===== src/rtl/dcache_ctrl_if.sv =====
// CPU-side and memory-side bus bundle for the data cache controller.
// The slave modport is the cache's view: it serves CPU requests and drives
// the memory request lines. The master modport is the environment's view:
// the pipeline MEM stage together with the backing memory.
interface dcache_ctrl_if;
  logic         p1_req_i;
  logic         p1_we_i;
  logic [31:0]  p1_addr_i;
  logic [31:0]  p1_data_i;
  logic [31:0]  p1_data_o;
  logic         p1_stall_o;
  logic         mem_enable_o;
  logic         mem_write_o;
  logic [31:0]  mem_addr_o;
  logic [127:0] mem_data_o;
  logic [127:0] mem_data_i;
  logic         mem_ack_i;

  modport slave (
    input  p1_req_i, p1_we_i, p1_addr_i, p1_data_i, mem_data_i, mem_ack_i,
    output p1_data_o, p1_stall_o, mem_enable_o, mem_write_o, mem_addr_o, mem_data_o
  );

  modport master (
    output p1_req_i, p1_we_i, p1_addr_i, p1_data_i, mem_data_i, mem_ack_i,
    input  p1_data_o, p1_stall_o, mem_enable_o, mem_write_o, mem_addr_o, mem_data_o
  );
endinterface


===== src/rtl/dcache_ctrl.sv =====
// Direct-mapped, write-back, write-allocate data cache controller.
// Hits finish combinationally in the request cycle; misses stall the pipeline
// while the FSM writes back a dirty victim and refills the line over a
// 128-bit request/ack bus.
// Optional hit/miss counters are built when DCACHE_STATS_EN is defined.
// TAG_W must equal 32 - INDEX_W - 4 so that line addresses are 32 bits wide.
module dcache_ctrl #(
  parameter int INDEX_W = 5,
  parameter int TAG_W   = 23
) (
  input  logic         clk_i,
  input  logic         rst_i,
  dcache_ctrl_if.slave bus
`ifdef DCACHE_STATS_EN
  ,
  output logic [31:0]  hit_count_o,
  output logic [31:0]  miss_count_o
`endif
);

  localparam int LINES = 2 ** INDEX_W;

  typedef enum logic [1:0] {IDLE, WRITEBACK, ALLOCATE} state_t;

  state_t state;
  state_t state_next;

  logic [LINES-1:0] valid;
  logic [LINES-1:0] dirty;
  logic [TAG_W-1:0] tag_mem  [LINES];
  logic [127:0]     data_mem [LINES];

  logic [TAG_W-1:0]   req_tag;
  logic [INDEX_W-1:0] idx;
  logic [1:0]         word;
  logic [TAG_W-1:0]   line_tag;
  logic [127:0]       line_data;
  logic               hit;
  logic               idle_miss;
  logic               hit_store;
  logic               refill;
  logic               unused_addr_bits;

  assign req_tag   = bus.p1_addr_i[31 -: TAG_W];
  assign idx       = bus.p1_addr_i[4 +: INDEX_W];
  assign word      = bus.p1_addr_i[3:2];
  assign line_tag  = tag_mem[idx];
  assign line_data = data_mem[idx];

  // Byte offset bits are meaningless for word accesses.
  assign unused_addr_bits = ^bus.p1_addr_i[1:0];

  assign hit       = bus.p1_req_i & valid[idx] & (line_tag == req_tag);
  assign idle_miss = (state == IDLE) & bus.p1_req_i & ~hit;
  assign hit_store = (state == IDLE) & hit & bus.p1_we_i;
  assign refill    = (state == ALLOCATE) & bus.mem_ack_i;

  // State register; reset abandons any in-flight memory transaction.
  always_ff @(posedge clk_i or posedge rst_i) begin
    if (rst_i) state <= IDLE;
    else       state <= state_next;
  end

  // Next-state logic: a dirty victim is written back before the refill.
  always_comb begin
    state_next = state;
    case (state)
      IDLE: begin
        if (idle_miss) begin
          if (valid[idx] && dirty[idx]) state_next = WRITEBACK;
          else                          state_next = ALLOCATE;
        end
      end
      WRITEBACK: if (bus.mem_ack_i) state_next = ALLOCATE;
      ALLOCATE:  if (bus.mem_ack_i) state_next = IDLE;
      default:   state_next = IDLE;
    endcase
  end

  // Output logic; everything is forced quiet while reset is asserted.
  always_comb begin
    bus.p1_stall_o   = 1'b0;
    bus.p1_data_o    = 32'h0;
    bus.mem_enable_o = 1'b0;
    bus.mem_write_o  = 1'b0;
    bus.mem_addr_o   = 32'h0;
    bus.mem_data_o   = 128'h0;
    if (!rst_i) begin
      case (state)
        IDLE: begin
          bus.p1_stall_o = bus.p1_req_i & ~hit;
          if (hit && !bus.p1_we_i) bus.p1_data_o = line_data[{word, 5'b0} +: 32];
        end
        WRITEBACK: begin
          bus.p1_stall_o   = 1'b1;
          bus.mem_enable_o = 1'b1;
          bus.mem_write_o  = 1'b1;
          bus.mem_addr_o   = {line_tag, idx, 4'b0};
          bus.mem_data_o   = line_data;
        end
        ALLOCATE: begin
          bus.p1_stall_o   = 1'b1;
          bus.mem_enable_o = 1'b1;
          bus.mem_addr_o   = {req_tag, idx, 4'b0};
        end
        default: ;
      endcase
    end
  end

  // Valid/dirty bits: refill installs a clean line, a store hit marks it dirty.
  always_ff @(posedge clk_i or posedge rst_i) begin
    if (rst_i) begin
      valid <= '0;
      dirty <= '0;
    end else if (refill) begin
      valid[idx] <= 1'b1;
      dirty[idx] <= 1'b0;
    end else if (hit_store) begin
      dirty[idx] <= 1'b1;
    end
  end

  // Tag and data arrays carry no reset; the valid bits guard their contents.
  always_ff @(posedge clk_i) begin
    if (refill) begin
      tag_mem[idx]  <= req_tag;
      data_mem[idx] <= bus.mem_data_i;
    end else if (hit_store) begin
      data_mem[idx][{word, 5'b0} +: 32] <= bus.p1_data_i;
    end
  end

`ifdef DCACHE_STATS_EN
  logic missed;

  // Hit/miss counters; the retry hit that closes a miss is not a new hit.
  always_ff @(posedge clk_i or posedge rst_i) begin
    if (rst_i) begin
      hit_count_o  <= 32'h0;
      miss_count_o <= 32'h0;
      missed       <= 1'b0;
    end else begin
      if (idle_miss) begin
        miss_count_o <= miss_count_o + 32'h1;
        missed       <= 1'b1;
      end
      if (state == IDLE && hit) begin
        if (!missed) hit_count_o <= hit_count_o + 32'h1;
        missed <= 1'b0;
      end
    end
  end
`endif

endmodule


===== src/flat_wrapper.sv =====
// flat-port wrapper written by rule: the top's interface ports become plain ports
module dcache_ctrl_flat 
#(
  parameter int INDEX_W = 5,
  parameter int TAG_W   = 23
)
  (clk_i, rst_i, bus_p1_req_i, bus_p1_we_i, bus_p1_addr_i, bus_p1_data_i, bus_mem_data_i, bus_mem_ack_i, bus_p1_data_o, bus_p1_stall_o, bus_mem_enable_o, bus_mem_write_o, bus_mem_addr_o, bus_mem_data_o);
  dcache_ctrl_if bus_i ();
  input  logic clk_i;
  input  logic rst_i;
  input wire logic [$bits(bus_i.p1_req_i)-1:0] bus_p1_req_i;
  input wire logic [$bits(bus_i.p1_we_i)-1:0] bus_p1_we_i;
  input wire logic [$bits(bus_i.p1_addr_i)-1:0] bus_p1_addr_i;
  input wire logic [$bits(bus_i.p1_data_i)-1:0] bus_p1_data_i;
  input wire logic [$bits(bus_i.mem_data_i)-1:0] bus_mem_data_i;
  input wire logic [$bits(bus_i.mem_ack_i)-1:0] bus_mem_ack_i;
  output wire logic [$bits(bus_i.p1_data_o)-1:0] bus_p1_data_o;
  output wire logic [$bits(bus_i.p1_stall_o)-1:0] bus_p1_stall_o;
  output wire logic [$bits(bus_i.mem_enable_o)-1:0] bus_mem_enable_o;
  output wire logic [$bits(bus_i.mem_write_o)-1:0] bus_mem_write_o;
  output wire logic [$bits(bus_i.mem_addr_o)-1:0] bus_mem_addr_o;
  output wire logic [$bits(bus_i.mem_data_o)-1:0] bus_mem_data_o;
  assign bus_i.p1_req_i = bus_p1_req_i;
  assign bus_i.p1_we_i = bus_p1_we_i;
  assign bus_i.p1_addr_i = bus_p1_addr_i;
  assign bus_i.p1_data_i = bus_p1_data_i;
  assign bus_i.mem_data_i = bus_mem_data_i;
  assign bus_i.mem_ack_i = bus_mem_ack_i;
  assign bus_p1_data_o = bus_i.p1_data_o;
  assign bus_p1_stall_o = bus_i.p1_stall_o;
  assign bus_mem_enable_o = bus_i.mem_enable_o;
  assign bus_mem_write_o = bus_i.mem_write_o;
  assign bus_mem_addr_o = bus_i.mem_addr_o;
  assign bus_mem_data_o = bus_i.mem_data_o;
  dcache_ctrl #(.INDEX_W(INDEX_W), .TAG_W(TAG_W)) u_core (.clk_i(clk_i), .rst_i(rst_i), .bus(bus_i));
endmodule

===== config.mk =====
export PLATFORM = sky130hd
export DESIGN_NAME = dcache_ctrl_flat
export DESIGN_NICKNAME = d
export VERILOG_FILES = /design/src/rtl/dcache_ctrl_if.sv /design/src/rtl/dcache_ctrl.sv /design/src/flat_wrapper.sv
export SDC_FILE = /design/constraint.sdc
export NUM_CORES = 2
export LEC_CHECK = 0
export ABC_AREA = 0
export BUFFER_PORTS_ARGS = -buffer_cell sky130_fd_sc_hd__buf_2
export CAP_MARGIN = 10
export CORE_MARGIN = 3
export CORE_UTILIZATION = 62
export DETAILED_ROUTE_END_ITERATION = 10
export PLACE_DENSITY = 0.79
export RECOVER_POWER = 25
export SYNTH_ARGS = -nofsm -noshare
export SYNTH_HDL_FRONTEND = slang
export SYNTH_MEMORY_MAX_BITS = 65536
export SYNTH_SLANG_ARGS = --single-unit

===== constraint.sdc =====
create_clock -name clk_i -period 5.64 [get_ports clk_i]
set_input_delay 1.128 -clock clk_i [delete_from_list [all_inputs] [get_ports clk_i]]
set_output_delay 1.128 -clock clk_i [all_outputs]
set_load 0.01 [all_outputs]

==> impl_metrics.sql, run 1 <==
INSERT INTO impl_metrics (metric_group, metric, value, unit) VALUES
('yosys', 'synth.mux.area_fraction', '0.1535', ''),
('yosys', 'synth_xor_area_frac', '0', ''),
('global_route', 'grt_pass1_vias', '118000', ''),
('global_route', 'global_route.usage.total', '0.4297', ''),
('placement', 'gpl.final_weighted_congestion', '0.9515', ''),
('clock_tree', 'root_buffer', 'sky130_fd_sc_hd__clkbuf_16', ''),
('die', 'ios', '392', ''),
('run_status', 'status', 'aborted with a tool error', ''),
('clock_tree', 'cts.htree.levels', '5', ''),
('yosys', 'yosys.area_share.adder', '0.0005944', ''),
('yosys', 'synth.lib_cells_used.distinct', '52', ''),
('yosys', 'seq_area_frac_synth', '0.7746', ''),
('run_status', 'stop_stage', 'global routing', ''),
('global_route', 'grt.overflow.total', '5', ''),
('yosys', 'main_combinational_cell_family_by_area_after_synthesis', 'multiplexers', ''),
('placement', 'dp.cells', '13800', ''),
('yosys', 'synth_compound_area_frac', '0.03610', ''),
('yosys', 'syn-cell-area', '189500', 'sq um'),
('die', 'rows', '202', ''),
('global_route', 'maximum_number_of_pins_on_one_net_before_global_route_repair', '109', ''),
('yosys', 'postSynthRegisterBits', '4898', ''),
('global_route', 'grt_pass1_wl', '913800', 'um'),
('placement', 'io_buffers', '385', ''),
('die', 'floorplan.initialDensity', '0.6242', ''),
('clock_tree', 'clock_sinks', '4898', ''),
('run_status', 'flow.first_error', '[ERROR GRT-0116] Global routing finished with congestion. Check the congestion regions in the DRC Viewer.', ''),
('clock_tree', 'ctsLongestPathBuffers', '4', ''),
('clock_tree', 'ctsHoldBuffers', '0', ''),
('die', 'die_width', '558.8', 'um'),
('placement', 'dp_hpwl', '352600', 'um'),
('yosys', 'post_synth.cell_area_avg', '21.42', 'sq um'),
('yosys', 'area_fraction_in_and_or_nand_and_nor_cells_after_synthesis', '0.01901', ''),
('die', 'dieHeight', '558.8', 'um'),
('yosys', 'number_of_synthesis_warnings', '0', ''),
('yosys', 'synthCells', '8843', ''),
('clock_tree', 'cts_made_buffers', '453', '');
-- kinds of logic after synthesis --
logic type      Yosys count
flops                  4898
mux                    1576
compound gates          956
simple gates            716
buf+inv                 687
fa+ha+maj                 9
other cells               1
-- cell usage after synthesis (all sizes together) --
master / number / area (sq um)
nand4bb: 6 / 67.56
nand2: 189 / 709.4
a31o: 1 / 8.760
a22o: 130 / 1139
o211ai: 1 / 7.510
o21ai: 33 / 165.2
nor3b: 7 / 52.55
clkinv: 1 / 3.750
a221oi: 129 / 1130
a21boi: 2 / 15.02
or4: 1 / 7.510
ha: 9 / 112.6
a41oi: 1 / 8.760
o2bb2ai: 1 / 8.760
and3: 138 / 863.3
o31ai: 32 / 240.2
a21oi: 137 / 685.7
nor4: 56 / 392.9
a22oi: 281 / 2110
and4: 2 / 17.52
and3b: 3 / 26.28
clkbuf: 291 / 1092
nor2b: 2 / 12.51
buf: 257 / 1450
conb: 1 / 3.750
nand4b: 4 / 47.55
dfrtp: 66 / 1652
and2: 6 / 37.54
or4b: 4 / 40.04
nor3: 35 / 175.2
nand4: 19 / 125.1
inv: 138 / 518.0
edfxtp: 4832 / 145100
mux4: 1064 / 23960
a21o: 14 / 105.1
nand3: 18 / 95.09
o22ai: 193 / 1207
mux2i: 512 / 5125
or2: 33 / 206.5
o211a: 1 / 10.01
nor2: 193 / 724.4
-- stage by stage --
stage | area (sq um) | worst slack [ns] | util
4_1_cts | 225800 | -0.01134 | 0.7440
3_5_place_dp | 210400 | -0.3015 | 0.6930
2_1_floorplan | 189500 | 0.04569 | -
3_3_place_gp | 210400 | -0.1616 | 0.6930
-- repair_timing --
| action | 4_1_cts |
|---|---|
| pin swaps | 7 |
| resized for setup | 72 |
| gates cloned | 5 |
| setup buffers | 8 |
| endpoints found under the setup margin | 33 |
-- layer usage --
layer,global-route usage,overflow
met3,0.1713,0
met5,0.02871,0
met1,0.4871,0
met2,0.6452,0
met4,0.3505,5
==> run 2, diff against run 1 <==
--- a/config.mk
+++ b/config.mk
@@ -9,9 +9,9 @@
 export BUFFER_PORTS_ARGS = -buffer_cell sky130_fd_sc_hd__buf_2
 export CAP_MARGIN = 10
 export CORE_MARGIN = 3
-export CORE_UTILIZATION = 62
+export CORE_UTILIZATION = 40
 export DETAILED_ROUTE_END_ITERATION = 10
-export PLACE_DENSITY = 0.79
+export PLACE_DENSITY_LB_ADDON = 0.15
 export RECOVER_POWER = 25
 export SYNTH_ARGS = -nofsm -noshare
 export SYNTH_HDL_FRONTEND = slang
==> impl_metrics.sql, run 2 <==
INSERT INTO impl_metrics (metric_group, metric, value, unit) VALUES
('worst_setup_path', 'cp_common_cell', 'sky130_fd_sc_hd__buf_12', ''),
('timing', 'finalSetupViolCount', '0', ''),
('run', 'drv_cap', '0', ''),
('yosys', 'synthTopCellsByCount', '4,832 x sky130_fd_sc_hd__edfxtp_1, 1,064 x sky130_fd_sc_hd__mux4_2, 512 x sky130_fd_sc_hd__mux2i_1, 291 x sky130_fd_sc_hd__clkbuf_1, 281 x sky130_fd_sc_hd__a22oi_1', ''),
('drt', 'vias', '104400', ''),
('min_path', 'min-delay-path-class', 'in2reg', ''),
('yosys', 'yosys_most_used_dff', 'sky130_fd_sc_hd__edfxtp_1', ''),
('drt', 'highest_layer', 'met5', ''),
('timing', 'setup-tns-final', '0', 'ns'),
('pwr', 'pwr-share-comb', '0.082', ''),
('die', 'die_width', '694.2', 'um'),
('die', 'dieHeight', '694.2', 'um'),
('pwr', 'largest_voltage_drop_on_the_vdd_net', '0.3273', 'mV'),
('pwr', 'swShare', '0.2288', ''),
('timing', 'finalClockSkew', '0.04817', 'ns'),
('layout', 'layout.cells.non_filler', '17250', ''),
('global_route', 'grt_pass1_vias', '103800', ''),
('global_route', 'antenna_found_initial', '54', ''),
('drt', 'route.detailed.drc', '0', ''),
('yosys', 'yosys-top-cells-area', 'sky130_fd_sc_hd__edfxtp_1 77%, sky130_fd_sc_hd__mux4_2 13%, sky130_fd_sc_hd__mux2i_1 2.7%', ''),
('layout', 'largestRegisters', 'u_core.data_mem x4096, u_core.tag_mem x736, u_core.valid x32', ''),
('layout', 'design_area', '236400', 'sq um'),
('drt', 'wl_met3', '63000', 'um'),
('drt', 'detail-route-antenna-nets', '0', ''),
('layout', 'final.fill_count', '37560', ''),
('global_route', 'grt_pass1_wl', '882700', 'um'),
('die', 'full_die_area', '481900', 'sq um'),
('drt', 'met1_length', '257700', 'um'),
('drt', 'wl_met2', '311000', 'um'),
('die', 'design.core.area', '471400', 'sq um'),
('clock_tree', 'tritoncts', 'built', ''),
('pwr', 'power.sequential.fraction', '0.503', ''),
('yosys', 'synth_enable_flop_cells', '4832', ''),
('die', 'floorplan.initialDensity', '0.4019', ''),
('global_route', 'global_route.usage.total', '0.2679', ''),
('worst_setup_path', 'crit_path_top_delay_cell', 'sky130_fd_sc_hd__buf_16', ''),
('clock_tree', 'cts.htree.levels', '6', ''),
('run_status', 'status', 'complete, no violations', ''),
('pwr', 'power_per_cell_area', '340.7', 'nW/um^2'),
('clock_tree', 'clock_sinks', '4898', ''),
('timing', 'hold_ws', '0.4632', 'ns'),
('worst_setup_path', 'r2r_start', 'u_core.tag_mem[17][17]', ''),
('yosys', 'number_of_synthesis_warnings', '0', ''),
('worst_setup_path', 'crit_path_start_kind', 'input port', ''),
('drt', 'drt_iter0_drc', '13130', ''),
('yosys', 'synthDominantCellAreaShare', '0.7659', ''),
('placement', 'dp_hpwl', '412600', 'um'),
('yosys', 'asr_flop_ratio_synth', '0.01347', ''),
('clock_tree', 'root_buffer', 'sky130_fd_sc_hd__clkbuf_16', ''),
('clock_tree', 'ctsLongestPathBuffers', '4', ''),
('yosys', 'synthCells', '8843', ''),
('drt', 'totalWireLength', '657800', 'um'),
('die', 'ios', '392', ''),
('yosys', 'synth_largest_area_cell', 'sky130_fd_sc_hd__edfxtp_1', ''),
('placement', 'placed_cell_area', '217600', 'sq um'),
('clock_tree', 'cts.clk_slew.worst_paths', '0.06', 'ns'),
('clock_tree', 'cts_made_buffers', '527', ''),
('pwr', 'leakagePower', '77.54', 'nW'),
('drt', 'detailedRoute.firstPassIterationCount', '8', ''),
('timing', 'timing.final.crit_share', '0.9929', ''),
('layout', 'largest_register', 'u_core.data_mem', ''),
('layout', 'multiInputGateArea', '43030', 'sq um'),
('worst_setup_path', 'arrival', '4.47', 'ns'),
('worst_setup_path', 'setup.worst_path.end', 'bus_p1_data_o[30]', ''),
('worst_setup_path', 'regToRegEndpoint', 'u_core.data_mem[8][2]', ''),
('pwr', 'part_of_the_total_power_dissipated_in_the_clock_network', '0.415', ''),
('layout', 'synthToLayoutAreaGrowth', '24.78', '%'),
('yosys', 'syn-cell-area', '189500', 'sq um'),
('timing', 'tightestPinTransition', '1.440', 'ns'),
('yosys', 'postSynthRegisterBits', '4898', ''),
('drt', 'routed_via_density', '6.053', ''),
('clock_tree', 'clk_latency', '1.07', 'ns'),
('yosys', 'synthMostInstantiatedCell', 'sky130_fd_sc_hd__edfxtp_1', ''),
('pwr', 'internal_power', '62.11', 'mW'),
('timing', 'timing.slew.headroom', '0.04030', ''),
('timing', 'setup_repair_after_global_routing_missed_its_margin', 'yes', ''),
('layout', 'largest_register_ff_count', '4096', ''),
('pwr', 'p_total', '80.54', 'mW'),
('layout', 'register_area', '146800', 'sq um'),
('placement', 'io_buffers', '385', ''),
('yosys', 'seq_area_frac_synth', '0.7746', ''),
('worst_setup_path', 'worstPathRequired', '4.51', 'ns'),
('worst_setup_path', 'crit_path_cell_trace', 'buf_12 -> buf_12 -> buf_12 -> buf_16 -> mux4_2 -> a22o_1 -> a221oi_2 -> buf_4 -> and3_1 -> buf_12 -> mux4_2 -> nor3_1 -> buf_2', ''),
('worst_setup_path', 'worstSetupPathType', 'in2out', ''),
('worst_setup_path', 'ff2ff_setup_slack', '1.45', 'ns'),
('pwr', 'power.net_switching', '18.43', 'mW'),
('die', 'rows', '252', ''),
('global_route', 'maximum_number_of_pins_on_one_net_before_global_route_repair', '101', ''),
('layout', 'num-nets-final', '10790', ''),
('global_route', 'grt.overflow.total', '0', ''),
('timing', 'final_period_minus_worst_setup_slack', '5.600', 'ns'),
('worst_setup_path', 'max_stage_delay', '0.40', 'ns'),
('timing', 'hold_viol', '0', ''),
('worst_setup_path', 'crit_start', 'bus_p1_addr_i[5]', ''),
('placement', 'gpl.final_weighted_congestion', '0.8442', ''),
('layout', 'layout.cells.most_common', 'sky130_fd_sc_hd__edfxtp_1', ''),
('yosys', 'post_synth.cell_area_avg', '21.42', 'sq um'),
('worst_setup_path', 'worstPathMaxFanout', '100', ''),
('worst_setup_path', 'end_kind', 'output port', ''),
('layout', 'mostFrequentLayoutCells', '4,832 x sky130_fd_sc_hd__edfxtp_1, 1,064 x sky130_fd_sc_hd__mux4_2, 702 x sky130_fd_sc_hd__buf_12', ''),
('yosys', 'synth.lib_cells_used.distinct', '52', ''),
('layout', 'post_route_cells_drive_above_1_share', '0.3639', ''),
('timing', 'slew_violations', '0', ''),
('drt', 'routed_wire_length_per_instance', '38.14', 'um'),
('placement', 'dp.cells', '16230', ''),
('timing', 'top_achievable_clock_speed', '178.6', 'MHz'),
('worst_setup_path', 'cell_depth_of_the_worst_flop_to_flop_path', '15', '');
run 2: power groups by stage:
stage                     Sequential (mW)  Combinational [mW]  Clock (mW)
after CTS                            40.5                6.51        33.9
after detailed placement             41.3                6.43           0
after global routing                 40.5                6.84        35.4
final                                40.5                6.60        33.4
after floorplan                      41.3                2.60           0
after global placement               41.3                6.35           0
run 2: layer usage:
layer  GRT usage  vias up
li1            -    40980
met1      0.3640    57040
met2      0.4256     5419
met3     0.06181      916
met4     0.09391       40
met5   0.0008001        -
run 2: area by class of cell:
type | count | area share
Inverter | 139 | 0.002212
Multi-Input combinational cell | 3261 | 0.1820
Clock buffer | 663 | 0.05924
Timing Repair Buffer | 1757 | 0.09187
Antenna cell | 39 | 0.0004128
Sequential cell | 4898 | 0.6207
Clock inverter | 267 | 0.01057
Tap cell | 6223 | 0.03293
run 2: worst min path at each step:
stage	from	to	slack (ns)	cells after the start
6_report	bus_p1_addr_i[22]	u_core.tag_mem[10][13]	0.46	1
2_1_floorplan	u_core.valid[0]	u_core.valid[0]	0.44	1
5_1_grt	bus_p1_addr_i[22]	u_core.tag_mem[10][13]	0.42	1
3_3_place_gp	u_core.valid[12]	u_core.valid[12]	0.45	1
3_5_place_dp	u_core.valid[10]	u_core.valid[10]	0.45	1
4_1_cts	bus_p1_addr_i[22]	u_core.tag_mem[10][13]	0.30	1
run 2: through the flow:
step | util | setup slack (ns)
final | 0.5015 | 0.04011
after global routing | 0.5014 | -0.08063
after CTS | 0.4983 | -0.05285
after detailed placement | 0.4615 | -0.5121
after global placement | 0.4615 | -0.4980
after floorplan | - | 0.04569
run 2: critical path, delay by kind of cell:
kind                   cells  cell delay, ns
multiplexers               2            0.65
buffers and inverters      7            1.54
AND/OR/NAND/NOR            2            0.27
AO/OA/AOI/OAI              2            0.64
run 2: cell families (layout without fill, tap and decap cells):
family,Yosys count,in the layout,synth area share
flip-flops,4898,4898,0.7746
multiplexers,1576,1576,0.1535
AO/OA/AOI/OAI,956,956,0.03610
AND/OR/NAND/NOR,716,716,0.01901
buffers and inverters,687,2826,0.01617
adder cells (fa/ha/maj),9,9,0.0005944
other,1,43,0.00001979
run 2: repair_timing:
action                     4_1_cts  5_1_grt
buffers inserted                12       31
hold buffers                     0        0
setup endpoints to repair       35       32
cloned                           5        9
pin swaps                       13       40
resized for setup              103      186
Note: power is estimated with default switching activity, not from simulation.
